File: src/rtl/oam_dma_arbiter_pkg.sv
`default_nettype none
// ============================================================================
// Module   : gb_pkg
// Brief    : Shared types and address map for the OAM DMA bus arbiter.
// Revision : 1.0 - initial release
// ============================================================================
package gb_pkg;

    typedef enum logic [1:0] {
        IDLE   = 2'd0,
        START  = 2'd1,
        ACTIVE = 2'd2
    } dma_state_t;

    localparam logic [15:0] OAM_BASE     = 16'hFE00;
    localparam int          OAM_BYTES    = 160;
    localparam logic [15:0] DMA_REG_ADDR = 16'hFF46;
    localparam logic [15:0] HIGH_PAGE    = 16'hFF00;

    // Sources in E0-FF fold back onto C0-DF (echo RAM mirror of WRAM).
    function automatic logic [7:0] echo_alias(input logic [7:0] src);
        return (src >= 8'hE0) ? (src - 8'h20) : src;
    endfunction

endpackage
`default_nettype wire

File: src/rtl/oam_dma_arbiter_if.sv
`default_nettype none
// ============================================================================
// Module   : oam_dma_arbiter_if
// Brief    : CPU-side and mem_map-side bus bundle owned by the DMA arbiter.
// Revision : 1.0 - initial release
// ============================================================================
interface oam_dma_arbiter_if;

    logic [15:0] cpu_addr_in;
    logic [7:0]  cpu_data_in;
    logic        cpu_write_in;
    logic [7:0]  cpu_data_out;
    logic [15:0] mem_addr_out;
    logic [7:0]  mem_data_out;
    logic        mem_write_out;
    logic [7:0]  mem_data_in;
    logic        dma_active_out;

    modport slave (
        input  cpu_addr_in, cpu_data_in, cpu_write_in, mem_data_in,
        output cpu_data_out, mem_addr_out, mem_data_out, mem_write_out, dma_active_out
    );

    modport master (
        output cpu_addr_in, cpu_data_in, cpu_write_in, mem_data_in,
        input  cpu_data_out, mem_addr_out, mem_data_out, mem_write_out, dma_active_out
    );

endinterface
`default_nettype wire

File: src/rtl/oam_dma_arbiter.sv
`default_nettype none
// ============================================================================
// Module   : oam_dma_arbiter
// Brief    : Owns the system bus; hosts FF46 and time-slices CPU vs OAM DMA.
// Revision : 1.0 - initial release
// ============================================================================
module oam_dma_arbiter
    import gb_pkg::*;
#(
    parameter int MCYC_CLKS = 4
)(
    input  wire logic        clk_in,
    input  wire logic        rst_in,
    input  wire logic        mclk_in,
    oam_dma_arbiter_if.slave bus
);

    localparam int                SLOT_W   = $clog2(MCYC_CLKS);
    localparam logic [SLOT_W-1:0] SLOT_RD  = SLOT_W'(1);
    localparam logic [SLOT_W-1:0] SLOT_WR  = SLOT_W'(2);
    localparam logic [SLOT_W-1:0] SLOT_MAX = SLOT_W'(MCYC_CLKS - 1);
    localparam logic [7:0]        LAST_IDX = 8'(OAM_BYTES - 1);

    dma_state_t        r_state;
    logic [7:0]        r_src;
    logic [7:0]        r_idx;
    logic [7:0]        r_data;
    logic [SLOT_W-1:0] r_slot;

    logic [SLOT_W-1:0] w_slot;
    logic              w_reg_hit;
    logic              w_reg_wr;
    logic              w_high;
    logic [7:0]        w_eff_src;

    // The strobe cycle itself is slot 0; the register holds the count for the cycles after it.
    assign w_slot    = mclk_in ? '0 : r_slot;
    assign w_reg_hit = (bus.cpu_addr_in == DMA_REG_ADDR);
    assign w_reg_wr  = mclk_in & bus.cpu_write_in & w_reg_hit;
    assign w_high    = (bus.cpu_addr_in >= HIGH_PAGE);
    assign w_eff_src = echo_alias(r_src);

    assign bus.dma_active_out = (r_state == ACTIVE);

    always_ff @(posedge clk_in) begin
        if (!rst_in) begin
            r_state <= IDLE;
            r_src   <= 8'hFF;
            r_idx   <= 8'h00;
            r_data  <= 8'h00;
            r_slot  <= '0;
        end else begin
            r_slot <= (w_slot == SLOT_MAX) ? SLOT_MAX : (w_slot + SLOT_W'(1));
            if (w_reg_wr) begin
                r_src   <= bus.cpu_data_in;
                r_idx   <= 8'h00;
                r_state <= START;
            end else begin
                case (r_state)
                    IDLE: ;
                    START: begin
                        if (mclk_in) begin
                            r_state <= ACTIVE;
                        end
                    end
                    ACTIVE: begin
                        if (w_slot == SLOT_RD) begin
                            r_data <= bus.mem_data_in;
                        end
                        if (w_slot == SLOT_WR) begin
                            if (r_idx == LAST_IDX) begin
                                r_idx   <= 8'h00;
                                r_state <= IDLE;
                            end else begin
                                r_idx <= r_idx + 8'h01;
                            end
                        end
                    end
                    default: r_state <= IDLE;
                endcase
            end
        end
    end

    // FF46 is answered locally and never forwarded, in every state.
    always_comb begin
        bus.mem_addr_out  = bus.cpu_addr_in;
        bus.mem_data_out  = bus.cpu_data_in;
        bus.mem_write_out = bus.cpu_write_in & mclk_in & ~w_reg_hit;
        bus.cpu_data_out  = w_reg_hit ? r_src : bus.mem_data_in;
        if (r_state == ACTIVE) begin
            if (w_slot == SLOT_RD) begin
                bus.mem_addr_out  = {w_eff_src, r_idx};
                bus.mem_write_out = 1'b0;
                bus.cpu_data_out  = 8'hFF;
            end else if (w_slot == SLOT_WR) begin
                bus.mem_addr_out  = OAM_BASE + {8'h00, r_idx};
                bus.mem_data_out  = r_data;
                bus.mem_write_out = 1'b1;
                bus.cpu_data_out  = 8'hFF;
            end else if (!w_high) begin
                bus.mem_write_out = 1'b0;
                bus.cpu_data_out  = 8'hFF;
            end
        end
    end

endmodule
`default_nettype wire
File: src/flat_wrapper.sv
// flat-port wrapper written by rule: the top's interface ports become plain ports
module oam_dma_arbiter_flat import gb_pkg::*;
#(
    parameter int MCYC_CLKS = 4
)
  (clk_in, rst_in, mclk_in, bus_cpu_addr_in, bus_cpu_data_in, bus_cpu_write_in, bus_mem_data_in, bus_cpu_data_out, bus_mem_addr_out, bus_mem_data_out, bus_mem_write_out, bus_dma_active_out);
  oam_dma_arbiter_if bus_i ();
  input  wire logic clk_in;
  input  wire logic rst_in;
  input  wire logic mclk_in;
  input wire logic [$bits(bus_i.cpu_addr_in)-1:0] bus_cpu_addr_in;
  input wire logic [$bits(bus_i.cpu_data_in)-1:0] bus_cpu_data_in;
  input wire logic [$bits(bus_i.cpu_write_in)-1:0] bus_cpu_write_in;
  input wire logic [$bits(bus_i.mem_data_in)-1:0] bus_mem_data_in;
  output wire logic [$bits(bus_i.cpu_data_out)-1:0] bus_cpu_data_out;
  output wire logic [$bits(bus_i.mem_addr_out)-1:0] bus_mem_addr_out;
  output wire logic [$bits(bus_i.mem_data_out)-1:0] bus_mem_data_out;
  output wire logic [$bits(bus_i.mem_write_out)-1:0] bus_mem_write_out;
  output wire logic [$bits(bus_i.dma_active_out)-1:0] bus_dma_active_out;
  assign bus_i.cpu_addr_in = bus_cpu_addr_in;
  assign bus_i.cpu_data_in = bus_cpu_data_in;
  assign bus_i.cpu_write_in = bus_cpu_write_in;
  assign bus_i.mem_data_in = bus_mem_data_in;
  assign bus_cpu_data_out = bus_i.cpu_data_out;
  assign bus_mem_addr_out = bus_i.mem_addr_out;
  assign bus_mem_data_out = bus_i.mem_data_out;
  assign bus_mem_write_out = bus_i.mem_write_out;
  assign bus_dma_active_out = bus_i.dma_active_out;
  oam_dma_arbiter #(.MCYC_CLKS(MCYC_CLKS)) u_core (.clk_in(clk_in), .rst_in(rst_in), .mclk_in(mclk_in), .bus(bus_i));
endmodule
File: config.mk
export PLATFORM = sky130hd
export DESIGN_NAME = oam_dma_arbiter_flat
export DESIGN_NICKNAME = d
export VERILOG_FILES = /design/src/rtl/oam_dma_arbiter_pkg.sv /design/src/rtl/oam_dma_arbiter_if.sv /design/src/rtl/oam_dma_arbiter.sv /design/src/flat_wrapper.sv
export SDC_FILE = /design/constraint.sdc
export NUM_CORES = 1
export LEC_CHECK = 0
export CAP_MARGIN = 20
export CORE_MARGIN = 2
export CORE_UTILIZATION = 47
export DETAILED_ROUTE_END_ITERATION = 7
export MAX_ROUTING_LAYER = met4
export PLACE_DENSITY = 0.91
export SKIP_LAST_GASP = 1
export SYNTH_ARGS = -nofsm -noshare
export SYNTH_HDL_FRONTEND = slang
export SYNTH_SLANG_ARGS = --single-unit
File: constraint.sdc
create_clock -name clk_in -period 4.1 [get_ports clk_in]
set_input_delay 0.82 -clock clk_in [delete_from_list [all_inputs] [get_ports clk_in]]
set_output_delay 0.82 -clock clk_in [all_outputs]
set_load 0.02 [all_outputs]
==> impl_results.md <==
* Area growth from synthesis to layout at 47.55%
* Post-CTS Setup Inserts at 0
* Seq pwr share at 0.488
* Worst Tran Pin Value at 0.8225 ns
* Critical Path Most Common Cell: clkdlybuf4s50_1
* Area of the multi-input gates at 0.001082 mm²
* Diode count at 0
* Vias in the first global route at about 1800
* Syn_nets at 242
* Synth Cell Area at 0.001737 mm²
* RSZ-0062 raised after global routing: false
* CTS max path bufs at 2
* Antenna violations before repair at 0
* Reg2reg start: u_core.r_state[0]$_SDFFE_PN0P_
* Critical path class: input pin to output pin
* Setup crit start kind: input pin
* Combinational share of power at 0.239
* Min cycle time layout at 3.969 ns
* GRT overflow at 0
* Drt first-iter violations at 185
* Die height at about 65 µm
* Syn avg cell area at between 8 and 9 µm²
* FFs w/ async S/R, synth at 0
* Pwr/cell area at 219.9 mW/mm²
* Largest net degree at the start of global routing at 22
* Fin. Hold Viols at 0
* Drt via density at 5.593
* Clk Latency, worst-skew pair at about 0.28 ns
* Yosys cell types at 38
* Final number of setup-violating endpoints at 0
* Max cap viols at 0
* Leakage power at approximately 0.95 nW
* Via count at 1812
* Drt total wl at 5.205 mm
* Clk_skew at 0.005874 ns
* 1st-pass router iterations at 4
* TritonCTS clock tree: done
* Post-DP HPWL at around 3.8 mm
* Initial core utilization at 0.4816
* Top delay family on crit path: buffers and inverters
* Net Sw Power at 148.9 µW
* EDFF count, synth at 0
* Yosys reg bits at 28
* Die Wd at about 65 µm
* Final TNS setup at 0 ns
* Port Buffer Count at 69
* Max stage delay cell, worst path: or4b_4
* Delay of the slowest critical-path stage at a little under 0.6 ns
* Fillers at 281
* WP buf/inv at 3
* Die footprint at 0.004197 mm²
* Nets at 316
* WP data arrival at 3.15 ns
* VDD IR max at 0.0001106 V
* Net Sw Frac at 0.2642
* Worst setup path start: bus_cpu_addr_in[0]
* Fmax achieved at around 0.25 GHz
* Crit path required time at 3.28 ns
* FF/Latch Area at 560.5 µm²
* Max transition margin at 0.4499
* Post-DP Area at 0.002517 mm²
* Sequential element share of the synthesized area at 0.3228
* Clock share of power at 0.273
* Period utilisation layout at 0.9681
* Share of cells above drive strength 1 at 0.1413
* Hold Path Origin: u_core.r_data[0]$_SDFFE_PN0P_
* Final instance area at 0.002562 mm²
* Outcome: finished clean
* Hold Crit Class: flop to flop
* Wirelength per Cell at roughly 16 µm
* DRC Markers at 0
* Yosys warning total at 0
* Ordered list of cells on the worst path: clkdlybuf4s50_1, or4b_4, nor4_4, buf_4, mux2i_1, nand2_1, clkdlybuf4s50_1
* Core Area at 0.003606 mm²
* Power Internal at between 400 and 500 µW
* GRT Resource Usage Total at 0.2633
* # rows at 22
* Final weighted congestion in routability-driven placement at approximately 0.85
* Clk sinks at 28
* Largest fanout on the critical path at 7
* First-pass GRT wire length at 8.397 mm
* Htree depth at 1
* Synthesized instance count at 204
* # IOs at 70
* Fin. max-slew vios at 0
* Most used flip-flop cell after synthesis: dfxtp_1
* Routed Antenna Nets at 0
* CTS buffer count at 3
* Fin Hold WS at 0.4718 ns
* Clk root buf: clkbuf_8
* CP Capture Type: output pin
* Clk slew on worst S/H paths at 0.10 ns
==> per-layer routing <==
metal / part of all wire / wire length [µm] / GRT usage / vias up
li1: - / - / - / 876
met1: 0.43 / 2247 / 0.3426 / 837
met2: 0.47 / 2443 / 0.3943 / 81
met3: 0.068 / 355 / 0.03993 / 18
met4: 0.031 / 159 / 0.1383 / 0
met5: 0 / 0 / - / -
==> sequential cells by signal, indices dropped and copies added (netlist names) <==
register	cells
u_core.r_slot	2
u_core.r_data	8
u_core.r_idx	8
u_core.r_state	2
u_core.r_src	8
==> repair_timing <==
action / 4_1_cts / 5_1_grt
endpoints found under the setup margin: 0 / 6
hold buffers: 0 / 0
gates resized for setup: 0 / 1
==> Yosys cell counts, types with 2 or more instances <==
master / n / area (µm²)
or2_2: 2 / 12.51
nand2b_1: 2 / 12.51
inv_1: 12 / 45.04
nor4_1: 3 / 18.77
nand3b_1: 2 / 15.01
dfxtp_1: 28 / 560.5
mux2_2: 16 / 180.2
nand3_1: 5 / 25.02
clkbuf_1: 7 / 26.28
ha_1: 2 / 25.02
nand2_1: 30 / 112.6
mux2i_1: 9 / 90.09
a21oi_1: 4 / 20.02
o22a_1: 6 / 52.55
nor2_1: 15 / 56.30
and3_1: 2 / 12.51
o21ai_0: 11 / 55.05
nor3b_1: 2 / 15.01
o311ai_1: 8 / 70.07
xnor2_1: 7 / 61.31
nand4_1: 3 / 18.77
a21boi_0: 9 / 67.56
nor3_1: 2 / 10.01
buf_2: 3 / 15.01
==> power by group through the flow <==
| stage | clock [mW] | sequential (mW) | combinational, mW |
|---|---|---|---|
| finish | 0.154 | 0.275 | 0.135 |
| global route | 0.164 | 0.275 | 0.141 |
| CTS | 0.153 | 0.275 | 0.134 |
| detailed placement | 0 | 0.281 | 0.133 |
| global placement | 0 | 0.281 | 0.132 |
| floorplan | 0 | 0.281 | 0.0539 |
==> final timing paths <==
kind                                   end  depth (start not counted)  slack (ns)
min reg2reg  u_core.r_data[0]$_SDFFE_PN0P_                          2        0.47
min          u_core.r_data[0]$_SDFFE_PN0P_                          2        0.47
max                    bus_cpu_data_out[4]                          7        0.13
max reg2reg  u_core.r_data[3]$_SDFFE_PN0P_                          6        2.36
==> through the flow <==
step,util,setup WS [ns],cells,power (mW)
CTS,0.7096,0.08331,324,0.5626
global placement,0.6981,0.1414,321,0.4128
floorplan,-,0.9636,204,0.3347
detailed placement,0.6981,0.1251,321,0.4143
finish,0.7106,0.1307,324,0.5635
global route,0.7106,0.01865,324,0.5808
==> cell families (layout without fill, tap and decap cells) <==
group	Yosys count	in the layout	share of synthesized area
DFF	28	28	0.3228
buffers and inverters	23	95	0.05619
muxes	25	25	0.1556
AOI/OAI and AO/OA	43	43	0.1852
adders and majority gates	2	2	0.01441
and+or+nand+nor	75	75	0.2255
xor gates and xnor gates	8	8	0.04035
==> cell type report <==
cell class,instances,area share
clock buffer,3,0.01611
inverter,12,0.01758
multi-input combinational,153,0.4224
sequential,28,0.2187
tap,48,0.02344
timing repair buffer,80,0.3018
==> worst min-delay path, delay by kind of cell, from the launching register on <==
family | cells | cell delay [ns]
AO/OA/AOI/OAI | 1 | 0.06
flip-flops | 1 | 0.32
AND/OR/NAND/NOR | 1 | 0.05
==> cell usage in the layout (no fill, tap or decap), types with 2 or more instances in the layout <==
cell type	count
clkbuf_8	3
or2_2	2
buf_4	11
o311ai_1	8
o21ai_0	11
mux2i_1	9
a21boi_0	9
nand3_1	5
nand2_1	30
and3_1	2
nand3b_1	2
inv_1	12
nor2_1	15
nand2b_1	2
xnor2_1	7
o22a_1	6
nor3_1	2
a21oi_1	3
clkdlybuf4s50_1	69
dfxtp_1	28
nor4_1	3
nor3b_1	2
mux2_2	16
ha_1	2
nand4_1	3
Note: power is estimated with default switching activity, not from simulation.
